--- config.mk ---
export PLATFORM = sky130hd
export DESIGN_NAME = imm_extend_pipe
export DESIGN_NICKNAME = d
export VERILOG_FILES = /design/src/rtl/imm_extend_pipe.sv
export SDC_FILE = /design/constraint.sdc
export NUM_CORES = 1
export LEC_CHECK = 0
export CORE_MARGIN = 1.5
export CORE_UTILIZATION = 60
export DETAILED_ROUTE_END_ITERATION = 10
export PLACE_DENSITY = 0.86
export SLEW_MARGIN = 10
export SYNTH_ARGS = -nofsm -noshare
export SYNTH_HDL_FRONTEND = slang
export SYNTH_SLANG_ARGS = --single-unit
--- constraint.sdc ---
create_clock -name clk -period 4.2 [get_ports clk]
set_input_delay 0.63 -clock clk [delete_from_list [all_inputs] [get_ports clk]]
set_output_delay 0.63 -clock clk [all_outputs]
set_load 0.05 [all_outputs]
--- src/rtl/imm_extend_pipe.sv ---
// Parametrised MIPS immediate extender (sign / zero / branch-offset / upper) feeding a result FIFO.
// Optional push statistics counters are enabled with the IMM_EXTEND_STATS_EN macro.

// Generic single-clock FIFO with an explicit occupancy counter and synchronous clear.
// Latency: a word pushed at edge k is visible at the head after edge k.
// Backpressure: push_rdy is low only when full and depends on registered state only.
module imm_fifo #(
  parameter int W     = 32,
  parameter int DEPTH = 4
) (
  input  logic                     clk,
  input  logic                     rst_n,
  input  logic                     flush,
  input  logic                     push_vld,
  output logic                     push_rdy,
  input  logic [W-1:0]             push_dat,
  output logic                     pop_vld,
  input  logic                     pop_rdy,
  output logic [W-1:0]             pop_dat,
  output logic [$clog2(DEPTH):0]   count
);

  localparam int AW = $clog2(DEPTH);
  localparam int CW = AW + 1;

  logic [W-1:0]  mem [DEPTH];
  logic [AW-1:0] wr_ptr;
  logic [AW-1:0] rd_ptr;
  logic [CW-1:0] cnt;
  logic          push;
  logic          pop;

  assign push_rdy = (cnt != CW'(DEPTH));
  assign pop_vld  = (cnt != '0);
  assign pop_dat  = mem[rd_ptr];
  assign count    = cnt;

  // A flush wins over any handshake in the same cycle.
  assign push = push_vld & push_rdy & ~flush;
  assign pop  = pop_vld & pop_rdy & ~flush;

  always_ff @(posedge clk or negedge rst_n) begin
    if (!rst_n) begin
      wr_ptr <= '0;
      rd_ptr <= '0;
      cnt    <= '0;
    end else if (flush) begin
      wr_ptr <= '0;
      rd_ptr <= '0;
      cnt    <= '0;
    end else begin
      if (push) wr_ptr <= wr_ptr + 1'b1;
      if (pop)  rd_ptr <= rd_ptr + 1'b1;
      case ({push, pop})
        2'b10:   cnt <= cnt + 1'b1;
        2'b01:   cnt <= cnt - 1'b1;
        default: cnt <= cnt;
      endcase
    end
  end

  // Storage is deliberately left out of reset; validity is tracked by cnt.
  always_ff @(posedge clk) begin
    if (push) mem[wr_ptr] <= push_dat;
  end

endmodule

// Extends an IN_W-bit field to OUT_W bits in one of four modes and queues the result.
// Latency: 1 cycle from accepted input to result at the FIFO head.
// Backpressure: in_ready deasserts only when the FIFO is full; no combinational path from out_ready.
module imm_extend_pipe #(
  parameter int IN_W  = 26,
  parameter int OUT_W = 32,
  parameter int DEPTH = 4
) (
  input  logic                     clk,
  input  logic                     rst_n,
  input  logic                     flush,
  input  logic                     in_valid,
  output logic                     in_ready,
  input  logic [IN_W-1:0]          in_imm,
  input  logic [1:0]               in_mode,
  output logic                     out_valid,
  input  logic                     out_ready,
  output logic [OUT_W-1:0]         out_data,
  output logic [$clog2(DEPTH):0]   count
`ifdef IMM_EXTEND_STATS_EN
  ,
  output logic [15:0]              stat_total,
  output logic [15:0]              stat_neg
`endif
);

  localparam int PAD = OUT_W - IN_W;

  typedef enum logic [1:0] {
    MODE_SIGN   = 2'b00,
    MODE_ZERO   = 2'b01,
    MODE_BRANCH = 2'b10,
    MODE_UPPER  = 2'b11
  } mode_e;

  generate
    if (OUT_W < IN_W + 2) begin : g_bad_width
      $error("imm_extend_pipe: OUT_W must be at least IN_W+2");
    end
    if (DEPTH < 2 || (DEPTH & (DEPTH - 1)) != 0) begin : g_bad_depth
      $error("imm_extend_pipe: DEPTH must be a power of two >= 2");
    end
  endgenerate

  logic [OUT_W-1:0] sext;
  logic [OUT_W-1:0] zext;
  logic [OUT_W-1:0] ext_dat;

  assign sext = {{PAD{in_imm[IN_W-1]}}, in_imm};
  assign zext = {{PAD{1'b0}}, in_imm};

  always_comb begin
    ext_dat = sext;
    case (mode_e'(in_mode))
      MODE_SIGN:   ext_dat = sext;
      MODE_ZERO:   ext_dat = zext;
      MODE_BRANCH: ext_dat = {sext[OUT_W-3:0], 2'b00};
      MODE_UPPER:  ext_dat = {in_imm, {PAD{1'b0}}};
      default:     ext_dat = sext;
    endcase
  end

  imm_fifo #(
    .W     (OUT_W),
    .DEPTH (DEPTH)
  ) u_fifo (
    .clk      (clk),
    .rst_n    (rst_n),
    .flush    (flush),
    .push_vld (in_valid),
    .push_rdy (in_ready),
    .push_dat (ext_dat),
    .pop_vld  (out_valid),
    .pop_rdy  (out_ready),
    .pop_dat  (out_data),
    .count    (count)
  );

`ifdef IMM_EXTEND_STATS_EN
  logic stat_push;

  assign stat_push = in_valid & in_ready & ~flush;

  // Counters wrap freely; software is expected to sample differences.
  always_ff @(posedge clk or negedge rst_n) begin
    if (!rst_n) begin
      stat_total <= '0;
      stat_neg   <= '0;
    end else if (flush) begin
      stat_total <= '0;
      stat_neg   <= '0;
    end else if (stat_push) begin
      stat_total <= stat_total + 16'd1;
      if (ext_dat[OUT_W-1]) stat_neg <= stat_neg + 16'd1;
    end
  end
`endif

endmodule
== Word level (Yosys, flattened, before mapping) ==
Memory sizes are Yosys's and may differ from the RTL's.
Cells that the tools add are included.

* Bits in registers: 7
* Bits in writable memories: 128
* Input bits: 33
* Output and inout bits: 37
* Logic and storage cells: 33
* Memories: 1

* Add/subtract/negate cells: 4
* Eq/ne operators: 6
* Muxes and demuxes: 9
* Bitwise gates (word level): 5
* Reductions and logical operators: 5

{| class="wikitable"
|+ Memory list
! memory !! words !! bits a word !! read ports !! clocked after Yosys merged registers in !! wr ports !! line !! RTL
|-
| u_fifo.mem || 4 || 32 || 1 || 0 || 1 || 26 || <nowiki>logic [W-1:0] mem [DEPTH];</nowiki>
|}

{| class="wikitable"
|+ Operators by type and width
! kind !! number
|-
| one-hot mux 32 bit (4 select lines) || 1
|-
| 2-to-1 mux 2 bit || 4
|-
| equality test 2 bit (second input constant) || 3
|-
| one-hot mux 3 bit (2 select lines) || 1
|-
| nonzero test 3 bit || 2
|-
| adder 2 x 1 -> 2 bit (second input constant) || 2
|-
| AND 1 bit || 4
|-
| equality test 2 x 1 -> 1 bit (second input constant) || 2
|-
| nonzero test 2 bit || 2
|-
| adder 3 x 1 -> 3 bit (second input constant) || 1
|-
| 2-to-1 mux 3 bit || 1
|-
| inequality test 3 bit (second input constant) || 1
|-
| subtractor 3 x 1 -> 3 bit (second input constant) || 1
|-
| logical NOT 2 bit || 1
|-
| 2-to-1 mux 1 bit || 2
|-
| NOT 1 bit || 1
|}

== Depth between registers and ports, before layout ==
Gate-level depths: netlist of the first run.

* Depth in word-level cells: 6
* Depth in mapped cells: 8
* Depth with buffers taken out: 8

== Cells and area by module ==
A second synthesis of the first run with hierarchy kept.

* Cell total of the unflattened synthesis: 325
* Area total of the unflattened synthesis: 5836.8 sq um

{| class="wikitable"
|+ Modules (own cells, without submodules)
! module !! times used !! cells each !! area an instance (sq um) !! seq. area each (sq um)
|-
| imm_fifo || 1 || 236 || 5280.1 || 4018.9
|-
| imm_extend_pipe || 1 || 89 || 556.8 || 0.0
|}

== Worst setup path before layout of the first run ==
OpenSTA, ideal clock, no wires.

* Path type: register -> register
* Start: register u_fifo.cnt[0], in the netlist u_fifo.count[0]
* End: memory u_fifo.mem[0][0] (enable)
* Setup time: 0.392 ns
* Arrival: 2.398 ns
* Data required time: 3.808 ns
* Path slack: 1.410 ns
* Stages on the path, launching flop included: 5
* Path buffers: 0
* Clock period less this slack: 2.790 ns
* Cells stage by stage: dfrtp_1 or3b_1 nand2_2 nor2_1 and2_1

* Word-level cells in the longest chain between the ends: 5

{| class="wikitable"
|+ Ends and longest elaborated chain
! what !! line !! RTL
|-
| from (decl) || 29 || <nowiki>logic [CW-1:0] cnt;</nowiki>
|-
| from (signal assigned) || 55 || <nowiki>2'b10: cnt <= cnt + 1'b1;</nowiki>
|-
| from (signal assigned) || 56 || <nowiki>2'b01: cnt <= cnt - 1'b1;</nowiki>
|-
| from (signal assigned) || 57 || <nowiki>default: cnt <= cnt;</nowiki>
|-
| inequality test 3 bit || 33 || <nowiki>assign push_rdy = (cnt != CW'(DEPTH));</nowiki>
|-
| named net in_ready || 81 || <nowiki>output logic in_ready,</nowiki>
|-
| AND 1 bit (2 in a row) || 39 || <nowiki>assign push = push_vld & push_rdy & ~flush;</nowiki>
|-
| 2-to-1 mux 1 bit || 64 || <nowiki>if (push) mem[wr_ptr] <= push_dat;</nowiki>
|-
| 2-to-1 mux 1 bit (implied by the code) || 64 ||
|-
| to (decl) || 26 ||
|}

The timed path passes the listed nets, and every way through them passes these cells.

== Final worst setup path of the first run ==
* Start: register u_fifo.rd_ptr[0]
* End: output out_data[25]

* Word-level cells in the longest chain between the ends: 1

{| class="wikitable"
|+ Ends and longest elaborated chain
! what !! line !! RTL
|-
| from (decl) || 28 || <nowiki>logic [AW-1:0] rd_ptr;</nowiki>
|-
| from (signal assigned) || 53 || <nowiki>if (pop) rd_ptr <= rd_ptr + 1'b1;</nowiki>
|-
| memory (4 x 32 bit) || -- ||
|-
| to (decl) || 86 || <nowiki>output logic [OUT_W-1:0] out_data,</nowiki>
|}

Every way passes these cells.

==> results of run 1 <==
==> cells by family (layout without fill, tap and decap cells) <==
family | Yosys count | in the layout | share of synthesized area (%)
simple gates | 63 | 63 | 5.16
flops | 135 | 135 | 70.8
buf+inv | 22 | 113 | 1.89
xor+xnor | 4 | 4 | 0.617
compound gates | 36 | 36 | 3.75
mux | 54 | 54 | 16.6
fa+ha+maj | 5 | 5 | 1.23
==> layout by cell type (no fill, tap or decap), types with 3 or more instances in the layout <==
cell type	n
a21oi_1	23
a22o_1	4
and2_1	4
buf_4	7
clkbuf_16	16
clkdlybuf4s50_1	69
clkinvlp_4	3
dfrtp_1	6
edfxtp_1	128
ha_1	4
inv_1	3
inv_6	4
mux2i_1	21
mux4_2	32
nand2_1	9
nand3_1	10
nor2_1	29
o21ai_0	3
==> final timing paths <==
| check | cells past startpoint | startpoint | endpoint | slack (ns) |
|---|---|---|---|---|
| max | 3 | u_fifo.rd_ptr[0] | out_data[25] | 0.81 |
| min | 1 | rst_n | u_fifo.count[0] | 0.38 |
| max reg2reg | 7 | u_fifo.count[0] | u_fifo.count[2] | 1.90 |
| min reg2reg | 2 | u_fifo.wr_ptr[1] | u_fifo.wr_ptr[1] | 0.58 |
| max in group asynchronous | 1 | rst_n | u_fifo.rd_ptr[0] | 3.52 |
| min in group clk | 2 | u_fifo.wr_ptr[1] | u_fifo.wr_ptr[1] | 0.58 |
==> power groups by stage <==
| stage | registers [uW] | logic, uW | clock network, uW |
|---|---|---|---|
| 2_1_floorplan | 1590 | 391 | 0 |
| 3_3_place_gp | 1590 | 566 | 0 |
| 3_5_place_dp | 1600 | 576 | 0 |
| 4_1_cts | 1570 | 584 | 1430 |
| 5_1_grt | 1570 | 611 | 1490 |
| 6_report | 1570 | 580 | 1410 |
==> state kept, by name, summed over array words and instances (netlist names) <==
register       count
u_fifo.mem       128
u_fifo.count       3
u_fifo.rd_ptr      2
u_fifo.wr_ptr      2
==> metrics by stage <==
| step | setup slack [ns] | util [%] |
|---|---|---|
| after floorplan | 1.41 | - |
| after global routing | 0.689 | 76.9 |
| after global placement | 1.38 | 70.7 |
| after CTS | 0.763 | 76.9 |
| after detailed placement | 1.30 | 70.7 |
| final | 0.806 | 76.9 |
==> metal layers <==
metal  GRT usage, %  vias to the layer above  share of wire (%)
met5              0                        -                  0
met4           9.86                        0                1.8
met3           7.66                       19                7.2
met2           42.2                      155                 52
met1           33.4                     1635                 39
li1               -                     1427                  -
==> area by class of cell <==
cell class | instances | share of cell area (%)
Clock inverter | 15 | 2.16
Multi-Input combinational cell | 162 | 22.0
Clock buffer | 17 | 5.86
Inverter | 3 | 0.159
Tap cell | 111 | 1.96
Timing Repair Buffer | 78 | 11.1
Sequential cell | 135 | 56.8
==> key figures, run 1 <==
Routing
  – DRT antenna net count: 0
  – DRC violations left: 0
  – Routed length per instance: 22.8 um
  – Via count: 3236
  – Via density per instance: 6.21
  – Drt total wl: 11900 um
  – Drt first pass iters: 4
  – DRT iter0 DRCs: 251

Pwr
  – Peak supply drop: 340 uV
  – Total power: 3560 uW
  – Reg power frac: 44.1%
  – P_leak: 0.00240 uW
  – Share of power burned in combinational logic: 16.3%
  – Net Sw Frac: 26.7%
  – Clk pwr share: 39.6%
  – P per Cell Area: 503 nW/um^2
  – Internal power: 2610 uW
  – Sw Pwr: 949 uW

Clock tree
  – Clock slew at reported path FFs: 0.06 ns
  – Clock buffer depth: 2
  – Clk root buf: clkbuf_8
  – Clock Latency Late Sink: 0.53 ns
  – CTS tree: done
  – Cts hold-fix bufs: 0
  – H-tree Lvls: 4
  – Clk sinks: 135
  – Post-CTS sizing: 0
  – Num CTS Buffers: 17
  – Post-CTS setup repair buffer count: 0

Cells and area
  – Fillers: 507
  – Area Growth Syn to Fin: 24.5%
  – N_diodes: 0
  – Final instance area: 7070 sq um
  – FF+latch area: 4020 sq um
  – Final instance count without filler cells: 521
  – Multi-input logic area: 1550 sq um
  – Post-layout net count: 435
  – Layout cells sized above 1: 17.8%

Critical path
  – Worst Path Required: 3.57 ns
  – CP max stage cell: clkdlybuf4s50_1
  – Crit-path max cell delay: 0.72 ns
  – Crit path cell chain: buf_12 -> mux4_2 -> clkdlybuf4s50_1
  – CP delay by family, top: buffers and inverters
  – Crit. End Element: primary output
  – Setup CP Type: register to primary output
  – Startpoint Class: register
  – Worst Path Max Fanout: 24
  – Worst EP arrival: 2.76 ns
  – Crit path buffers/inverters: 2

Die
  – Rows: 35
  – Core Area: 9200 sq um
  – Initial Util: 61.8%
  – Die extent in y: 100 um
  – Die area: 10100 sq um
  – Num ports: 70
  – Die Width: 100 um

Synth
  – Cell count after synthesis: 319
  – Most frequent cell after synthesis: edfxtp_1
  – Synth cell types: 36
  – Warnings, synthesis: 0
  – Most frequent cells after synthesis: edfxtp_1, mux4_2, nor2_1, a21oi_1, mux2i_1
  – Register bit total from synthesis: 135
  – Synthesized area per cell: 17.8 sq um
  – Share of flip-flops with an asynchronous set or reset: 5.19%
  – Yosys top cell by area: edfxtp_1
  – Most used DFF post-synth: edfxtp_1
  – Post-synth EDFFs: 128
  – Register area share after synthesis: 70.8%
  – Mapped Area: 5680 sq um
  – Syn_nets: 357
  – Synth top area share: 67.7%
  – Top post-synthesis cells by area: edfxtp_1, mux4_2, mux2i_1

STA
  – Final worst-path cycle share: 80.8%
  – Final hold vios: 0
  – RSZ-0062 raised after global routing: no
  – Setup TNS: 0 ns
  – Clk_skew: 0.00860 ns
  – Actual slew at the worst max-slew pin: 1.01 ns
  – Hold slack final: 0.383 ns
  – Final slew viol count: 0
  – Setup violators final: 0
  – Post-route minimum period: 3.39 ns
  – Maximum clock rate: 295 MHz
  – Relative slew margins: 32.2%

GRT
  – Grt ovf: 0
  – First-pass GRT wire length: 18200 um
  – Total track usage: 25.9%
  – Vias in the first global route: 3296
  – Largest net degree at the start of global routing: 33
  – Initial antenna violation count: 0

Placed design
  – Cells after DPL: 489
  – Input/output buffers: 69
  – Hpwl dp: 7150 um
  – Placed instance area: 6510 sq um
  – GPL Wtd Cong: 0.744

Run
  – Max-cap viol count: 0

Run status
  – Status: complete, no violations

Hold path
  – Hold Path Class: primary input to asynchronous set/reset pin
(Power assumes the default switching activity.)
==> inputs of run 2 (changes only) <==
- CORE_UTILIZATION: 60 -> 55
- PLACE_DENSITY: 0.86 -> 0.8
- clock period: 4.2 -> 3.3 ns (I/O delays scaled with it)
==> run 2 against run 1 <==
Combinational power is 27% higher. Die area up 8.8%. Power grew 37%. Clock power is 53% higher. Final cell count grew 4.0%. Highest routed layer unchanged.
==> key figures, run 2 (synthesis results as in run 1) <==
Run status
  – Status: complete, no violations

Clock tree
  – H-tree Lvls: 4
  – Post-CTS sizing: 0
  – CTS tree: done
  – Clock Latency Late Sink: 0.52 ns
  – Cts hold-fix bufs: 0
  – Clock buffer depth: 2
  – Num CTS Buffers: 17
  – Clk root buf: clkbuf_8
  – Clk sinks: 135
  – Post-CTS setup repair buffer count: 0
  – Clock slew at reported path FFs: 0.06 ns

Pwr
  – Sw Pwr: 1170 uW
  – P per Cell Area: 675 nW/um^2
  – Reg power frac: 40.7%
  – Net Sw Frac: 24.1%
  – Peak supply drop: 405 uV
  – P_leak: 0.00246 uW
  – Internal power: 3700 uW
  – Share of power burned in combinational logic: 15.1%
  – Clk pwr share: 44.2%

Critical path
  – Worst EP arrival: 2.52 ns
  – CP Capture Point: out_data[12]
  – Worst Path Max Fanout: 32
  – Worst Path Required: 2.80 ns
  – Crit. End Element: primary output
  – RR Startpoint: u_fifo.count[0]
  – FF-to-FF setup slack: 1.01 ns
  – Startpoint Class: register
  – Setup CP Type: register to primary output
  – Worst r2r dst: u_fifo.count[2]
  – Critical path origin: u_fifo.rd_ptr[0]
  – Worst R2R Path Depth: 7

STA
  – Final hold vios: 0
  – Setup TNS: 0 ns
  – Final worst-path cycle share: 91.3%
  – Maximum clock rate: 332 MHz
  – RSZ-0062 raised after global routing: no
  – Post-route minimum period: 3.01 ns
  – Actual slew at the worst max-slew pin: 0.536 ns
  – Final slew viol count: 0
  – Setup violators final: 0
  – PnR worst setup slack: 0.286 ns
  – Clk_skew: 0.00337 ns
  – Relative slew margins: 64.2%

Routing
  – DRT iter0 DRCs: 206
  – Via count: 3169
  – Drt total wl: 11000 um
  – Drt first pass iters: 4
  – DRC violations left: 0
  – Via density per instance: 5.85
  – Routed length per instance: 20.3 um
  – DRT antenna net count: 0

Cells and area
  – Area Growth Syn to Fin: 27.2%
  – Layout cells sized above 1: 18.3%
  – Post-layout net count: 434
  – Final Util: 72.9%
  – Max reg flops: 128
  – Final instance area: 7220 sq um
  – Multi-input logic area: 1550 sq um
  – Largest Register: u_fifo.mem
  – N_diodes: 0
  – Leading cell type in the layout, fill and taps excluded: edfxtp_1
  – FF+latch area: 4020 sq um
  – Final instance count without filler cells: 542
  – Fillers: 603
  – Most frequent cells in the layout: edfxtp_1, clkdlybuf4s50_1, mux4_2, nor2_1, a21oi_1

GRT
  – First-pass GRT wire length: 17300 um
  – Grt ovf: 0
  – Initial antenna violation count: 0
  – Vias in the first global route: 3253
  – Total track usage: 21.9%
  – Largest net degree at the start of global routing: 50

Placed design
  – Cells after DPL: 510
  – Hpwl dp: 6510 um
  – Pre-CTS WS: 0.515 ns
  – Input/output buffers: 69
  – Placed instance area: 6540 sq um
  – GPL Wtd Cong: 0.736

Die
  – Die extent in y: 105 um
  – Initial Util: 57.3%
  – Die Width: 105 um
  – Rows: 36
  – Die area: 10900 sq um
  – Core Area: 9910 sq um
  – Num ports: 70

Run
  – Max-cap viol count: 0

Hold path
  – Hold Path Class: primary input to asynchronous set/reset pin
[run 2: cell types whose count changed in the layout (fill, tap and decap cells not counted), sizes merged]
| cell | change |
|---|---|
| clkinvlp | -1 |
| bufinv | +5 |
| clkinv | -2 |
| clkdlybuf4s50 | -1 |
| inv | -2 |
[run 2: worst min-delay path by stage]
stage	cells past startpoint	end	slack, ns	startpoint
floorplan	0	u_fifo.count[0]	0.20	rst_n
global placement	2	u_fifo.rd_ptr[1]	0.52	u_fifo.rd_ptr[1]
detailed placement	2	u_fifo.rd_ptr[1]	0.53	u_fifo.rd_ptr[1]
CTS	1	u_fifo.count[1]	0.23	rst_n
global route	1	u_fifo.count[1]	0.24	rst_n
finish	1	u_fifo.count[2]	0.23	rst_n
[run 2: area by class of cell]
class | count | area share, %
flip-flops and latches | 135 | 55.6
clock buffers | 17 | 5.73
multi-input cells | 162 | 21.5
clock inverters | 15 | 3.79
inverters | 3 | 0.156
repair buffers | 77 | 10.9
well taps | 133 | 2.30
[run 2: worst max-delay path: stages (launching register included)]
cell and delay [ns]:
dfrtp_2 0.40, buf_12 0.27, mux4_2 0.58, clkdlybuf4s50_1 0.72
[run 2: layer usage]
| layer | track usage, % | share of wire (%) |
|---|---|---|
| met1 | 28.5 | 41 |
| met2 | 34.6 | 51 |
| met3 | 5.68 | 6.4 |
| met4 | 10.8 | 2.1 |
| met5 | 0 | 0 |
[run 2: stage by stage]
stage / hold WS (ns) / total power [uW]
global route: 0.239 / 5030
CTS: 0.228 / 4910
detailed placement: 0.532 / 2760
floorplan: 0.199 / 2520
global placement: 0.521 / 2740
finish: 0.232 / 4880
[run 2: power groups by stage]
stage | clock network (uW) | logic, uW | registers (uW)
floorplan | 0 | 497 | 2020
global route | 2260 | 781 | 1990
detailed placement | 0 | 740 | 2020
finish | 2160 | 738 | 1980
CTS | 2180 | 747 | 1980
global placement | 0 | 732 | 2010
==> inputs of run 3 (changes only) <==
- CTS_CLUSTER_DIAMETER: default -> 100
==> results of run 3 <==
Final layout, timing and power as in run 2 (identical DEF).
